--- config.mk ---
export PLATFORM = sky130hd
export DESIGN_NAME = axis_checksum_appender
export DESIGN_NICKNAME = d
export VERILOG_FILES = /design/src/rtl/axis_checksum_appender.sv
export SDC_FILE = /design/constraint.sdc
export NUM_CORES = 1
export LEC_CHECK = 0
export CORE_AREA = 8 8 74 76
export DETAILED_ROUTE_END_ITERATION = 10
export DIE_AREA = 0 0 82 84
export PLACE_DENSITY = 0.84
export SYNTH_ARGS = -nofsm -noshare
export SYNTH_HDL_FRONTEND = slang
export SYNTH_SLANG_ARGS = --single-unit
--- constraint.sdc ---
create_clock -name CLK -period 2.5 [get_ports CLK]
set_input_delay 0.625 -clock CLK [delete_from_list [all_inputs] [get_ports CLK]]
set_output_delay 0.625 -clock CLK [all_outputs]
set_load 0.03 [all_outputs]
--- src/rtl/axis_checksum_appender.sv ---
// AXI-Stream pass-through that follows every packet with a checksum beat, so the
// modular sum of payload plus checksum is zero; packets reaching max_len are cut short.
module axis_checksum_appender #(
  parameter int width   = 8,
  parameter int max_len = 16
) (
  input  logic             CLK,
  input  logic             Reset,
  input  logic [width-1:0] S_TData,
  input  logic             S_TValid,
  input  logic             S_TLast,
  output logic             S_TReady,
  output logic [width-1:0] M_TData,
  output logic             M_TValid,
  output logic             M_TLast,
  input  logic             M_TReady,
  output logic [15:0]      pkt_count,
  output logic             err_oversize
);

  localparam int len_w = $clog2(max_len) + 1;
  localparam logic [len_w-1:0] len_max = len_w'(max_len);

  typedef enum logic {PASS, APPEND} state_t;

  state_t           state;
  logic [width-1:0] sum;
  logic [len_w-1:0] len;
  logic [len_w-1:0] len_next;
  logic             out_free;
  logic             in_xfer;
  logic             hit_max;

  // The single output register can take a new beat when empty or being drained now.
  assign out_free = !M_TValid || M_TReady;
  assign S_TReady = (state == PASS) && out_free;
  assign in_xfer  = S_TValid && S_TReady;
  assign len_next = len + len_w'(1);
  assign hit_max  = (len_next == len_max);

  always_ff @(posedge CLK) begin
    if (Reset) begin
      state        <= PASS;
      sum          <= '0;
      len          <= '0;
      pkt_count    <= '0;
      M_TData      <= '0;
      M_TValid     <= 1'b0;
      M_TLast      <= 1'b0;
      err_oversize <= 1'b0;
    end else begin
      err_oversize <= 1'b0;
      case (state)
        PASS: begin
          if (in_xfer) begin
            M_TData  <= S_TData;
            M_TLast  <= 1'b0;
            M_TValid <= 1'b1;
            sum      <= sum + S_TData;
            len      <= len_next;
            if (S_TLast || hit_max) begin
              state <= APPEND;
            end
            if (!S_TLast && hit_max) begin
              err_oversize <= 1'b1;
            end
          end else if (out_free) begin
            M_TValid <= 1'b0;
          end
        end
        APPEND: begin
          // Two's-complement negation makes the packet sum wrap to zero.
          if (out_free) begin
            M_TData   <= -sum;
            M_TLast   <= 1'b1;
            M_TValid  <= 1'b1;
            sum       <= '0;
            len       <= '0;
            pkt_count <= pkt_count + 16'd1;
            state     <= PASS;
          end
        end
        default: state <= PASS;
      endcase
    end
  end

endmodule

Word-level counts from Yosys, hierarchy flattened:

Cells that the tools add are included.

* register bits after elaboration: 41
* input bits: 13
* word-level logic and storage cells: 49

* $add $sub $neg: 4
* equal/unequal tests: 4
* mux-type cells: 20
* bitwise gates (word level): 2
* reduce and logical (&&, ||, !) cells: 11

Operators with widths (number)
* $mux 8: 4
* $pmux 8 s2: 2
* $add 16x1->16 const B: 1
* $mux 5: 2
* $pmux 5 s2: 1
* $add 8x8->8: 1
* $mux 1: 8
* $neg 8->8: 1
* $pmux 1 s2: 3
* $reduce_and 2->1: 3
* $add 5x1->5 const B: 1
* $eq 5x5->1 const B: 1
* $logic_and 1x1->1: 3
* $ne 3x3->1 const B: 1
* $reduce_or 3->1: 1
* $logic_not 1->1: 2
* $logic_or 1x1->1: 2
* $ne 2x1->1 const B: 1
* $ne 2x2->1 const B: 1
* $not 1->1: 2

Longest topological paths before layout:

* depth in word-level cells: 6
* gate-level depth with buffers: 7
* mapped depth without buffers: 7

Least setup slack after synthesis:

Ideal clock, no wire load.

* path type: input to register
* start: in S_TData[0]
* end: reg sum[6]
* setup time: 0.122 ns
* arrival time: 1.955 ns
* path slack: 0.423 ns
* stages: 7
* path through: ha_1 > fa_1 > a211oi_1 > o21bai_1 > a21oi_1 > xor2_1 > o21ai_0

* cells in the longest elaborated chain, start to end: 3

Ends and longest elaborated chain
* from (decl): RTL line 9 `input logic [width-1:0] S_TData,`
* $add 8x8->8: RTL line 59 `sum <= sum + S_TData;`
* $mux 8: RTL line 55 `if (in_xfer) begin`
* $pmux 8 s2: RTL line 53 `case (state)`
* to (signal assigned): RTL line 59
* to (decl): RTL line 27 `logic [width-1:0] sum;`

Every way passes these cells. The select of a mux whose other input is x is not followed.
A chain may end at the register's enable or synchronous reset.

Worst setup path after layout:

Same ends and word-level chain as after synthesis.

==> out/summary.md <==
The launch instance of the worst min-delay path was M_TLast. The kind of cell with the highest combined delay along the critical path is compound AO/OA/AOI/OAI gates. The required time reported for the critical path endpoint came out at 2.67 ns. For the worst setup path, the data arrival time is 2.63 ns. The TritonCTS sink count is 41, and the pin count of the biggest net entering global routing is 18. The run gives 4 as the total iterations of the first detailed-routing run. The number of failing setup endpoints in the final timing report was 0; the per-cell routed wire length was 15.49 µm.

The proportion of synthesized chip area in sequential cells is 0.3781, and the sum of internal, switching and leakage power is 0.001646 W. Hold violation count in the final report: 0. The startpoint identified for the worst register-to-register timing path is sum[0]. The number of antenna diodes in the final layout is 0.

The non-filler instance count after layout was 361; the part of the power in combinational logic was 0.218. Total CTS buffers: 5. The slowest stage of the critical path is the clkdlybuf4s50_1 cell. The total core area came out at 4264 µm². The run gives 0.5091 as the effective utilization at floorplan. Leakage power of the design: 1.034 nW.

In this run, synthesis inferred 0 flip-flops with an integrated enable. The headroom to the max-slew limit is 0.4777. The top-area cell type share of the netlist area was 0.3781. The logs give 0.30 ns for the clock insertion delay at the later pin of the skew report and 0 for the number of post-CTS setup repair buffers.

Share of total power in the clock network: 0.342. The first global-routing pass estimated 8921 µm of wire. After clock tree synthesis, the flow added hold-fix buffers numbering 0. The tools report the type of element capturing the critical path as a flop. The clock transition time at the flip-flop clock pins of the worst setup and hold paths is 0.08 ns. For the internal power contribution, the log shows 0.001176 W. Of all nets on the critical path, the largest fanout is 3. In this run the power spent charging and discharging nets is 0.0004700 W.

The critical path's largest stage delay was 0.44 ns. The dominant cell type by area after synthesis was dfxtp_1. The placed wire-length estimate was 3946 µm; the fraction of layout cells with a size suffix above 1 was 0.09061.

The run gives 5593 µm as the final wirelength. The floorplan has 24 rows. In this run the horizontal extent of the chip is 82 µm. The all-layer global routing usage came out at 0.1627. Clock period minus final worst setup slack: 2.462 ns. The summed negative setup slack over all endpoints was 0 ns; the instance area after placement was 2664 µm². No sink is reached through more buffers than the 2 on the longest clock path.

Fill cells in the final layout number 370. Among all flip-flop cells after synthesis, the most frequent one is dfxtp_1. TritonCTS built the clock tree.

The run gives 44 as the number of different library cells in the post-synthesis netlist. After synthesis, the cell types taking the most area are dfxtp_1 38%, nor2_1 6.9%, ha_1 5.8%, a21oi_1 5.5%, xnor2_1 4.8%. The cell area that synthesis handed to floorplanning was 2171 µm².

Traced cell by cell, the critical path runs through clkdlybuf4s50_1 > ha_1 > fa_1 > a211oi_2 > o21bai_1 > a21oi_1 > xor2_1 > o21ai_0. The sum of buffers and inverters on the critical path is 1, and the fmax is 0.4062 GHz. The post-route antenna net violation count came out at 0. The run finished with clean final reports. Boundary pin count: 41. The number of buffer cells added on primary ports is 40, and the part of the cycle the worst path needs is 0.9847.

The area overhead of the layout relative to synthesis came out at 28.47%. The per-cell via count in the routed design is 5.584, and the sequential cell fraction of total power is 0.440. The final layout contains 332 nets.

The share of synthesized registers carrying an async set or reset is 0, and the total vias in the final route is 2016. Synthesis inferred 41 register bits. The path class of the tightest hold or removal check is flop to flop. The max capacitance violation total was 0; the setup skew after layout was 0.008931 ns.

Summing all non-filler instances in the final layout gives an area of 2789 µm². CTS H-tree depth: 2. The worst-margin pin slew is 0.7782 ns.

Counting every net in the synthesized netlist gives 281. Measured along the y axis, the die boundary spans 84 µm. In this run the worst setup path begins at S_TData[0].

The number of global-route vias before repair came out at 1851. After global routing the overflow that remains totals 0. The switching share of power works out to 0.2855. For the number of synthesis warnings, the log shows 0. The type of the setup path with the least slack is input port to flop. The gate count of the mapped netlist is 257. Power density over cell area: 590.2 nW/µm². Type of element launching the critical path: an input port. After the first detailed-routing iteration, the DRC count stood at 148. For the total count of max-transition violations in the final report, the log shows 0. The maximum vdd drop was 296.9 µV. The die covers 6888 µm². The routability-driven placement congestion ratio came out at 0.9539. The number of cells in the design after placement is 353. The number of antenna violations at the first check in global routing is 0. Buffer type at the clock tree root: clkbuf_8.

For this run, design rule violations remaining after detail routing come to 0. Averaged over all synthesized cells, the footprint is 8.447 µm².
## cells in the final DEF (no fill, tap or decap), types with 3 or more instances in the layout
| cell type | count |
|---|---|
| a211oi_1 | 10 |
| clkdlybuf4s50_1 | 39 |
| dfxtp_1 | 41 |
| nor2_1 | 40 |
| a21oi_1 | 24 |
| inv_1 | 6 |
| and3_1 | 3 |
| ha_1 | 10 |
| xnor2_1 | 12 |
| buf_4 | 15 |
| or3_1 | 5 |
| nand3_1 | 13 |
| nor3_1 | 9 |
| xor2_1 | 7 |
| o21ai_0 | 12 |
| nand2_1 | 15 |
| nor3b_1 | 3 |
| mux2i_1 | 3 |
| clkbuf_8 | 6 |
| o31ai_1 | 3 |
## cell type report
class	instances	area, µm²	share of cell area
clock buffers	6	82.58	0.02961
multi-input cells	199	1254	0.4495
well taps	52	65.06	0.02333
clock inverters	2	37.54	0.01346
flip-flops and latches	41	820.8	0.2943
inverters	7	26.28	0.009421
repair buffers	54	503.0	0.1804
## logic make-up after synthesis
group                      count (synthesis)  synth area share
DFF                                       41            0.3781
AOI/OAI and AO/OA                         63            0.1758
adders and majority gates                 11           0.06686
and+or+nand+nor                          103            0.2421
xor gates and xnor gates                  19           0.07666
muxes                                      3           0.01383
buffers and inverters                     17           0.04668
## through the flow
stage / setup slack [ns] / util / hold WS [ns]
2_1_floorplan: 0.4232 / - / 0.4608
3_3_place_gp: -0.09352 / 0.6247 / 0.4503
3_5_place_dp: -0.1392 / 0.6247 / 0.4583
4_1_cts: 0.07915 / 0.6529 / 0.4719
5_1_grt: -0.002153 / 0.6540 / 0.5086
6_report: 0.03817 / 0.6540 / 0.4676
## sequential cells by signal, summed over array words and instances, names as in the netlist
name          count
pkt_count        16
M_TValid          1
M_TLast           1
sum               8
err_oversize      1
state             1
len               5
M_TData           8
## cells in the mapped netlist (all sizes together), types with 3 or more instances
library cell,instances
nand3,13
xnor2,12
clkbuf,5
or3,5
a211oi,11
a21oi,24
xor2,7
nor3,9
nor2,40
and3,3
dfxtp,41
nor3b,3
nand2,15
mux2i,3
ha,10
o21ai,13
nand4,3
buf,5
o31ai,3
inv,6
## worst min-delay path: cells and delay by family, from the launching register on
kind | cells | cell delay (ns)
AO/OA/AOI/OAI | 1 | 0.05
flip-flops | 1 | 0.32
AND/OR/NAND/NOR | 1 | 0.05
## routing by layer
metal  GRT usage  vias up  share of wire
met2      0.2586       48           0.48
met1      0.2033      935           0.46
met4     0.06230        0          0.017
met3     0.03772        8          0.045
li1            -     1025              -
met5           0        -              0
## path summary, 6_finish.rpt
kind | to | slack (ns) | cells past startpoint
setup / recovery | sum[6] | 0.04 | 8
hold reg to reg | M_TLast | 0.47 | 2
setup reg to reg | sum[6] | 0.43 | 7
hold / removal | M_TLast | 0.47 | 2
## power by group through the flow
stage | registers, W | clock network [W] | logic (W)
floorplan | 0.000761 | 0 | 0.000210
global placement | 0.000737 | 0 | 0.000342
detailed placement | 0.000739 | 0 | 0.000348
CTS | 0.000724 | 0.000575 | 0.000353
global route | 0.000729 | 0.000606 | 0.000390
finish | 0.000725 | 0.000563 | 0.000358
## what timing repair did
action / in CTS / in global routing
endpoints found under the setup margin: 0 / 1
gates resized for setup: 0 / 1
hold endpoints to repair: 0 / 0
(Power assumes the default switching activity.)
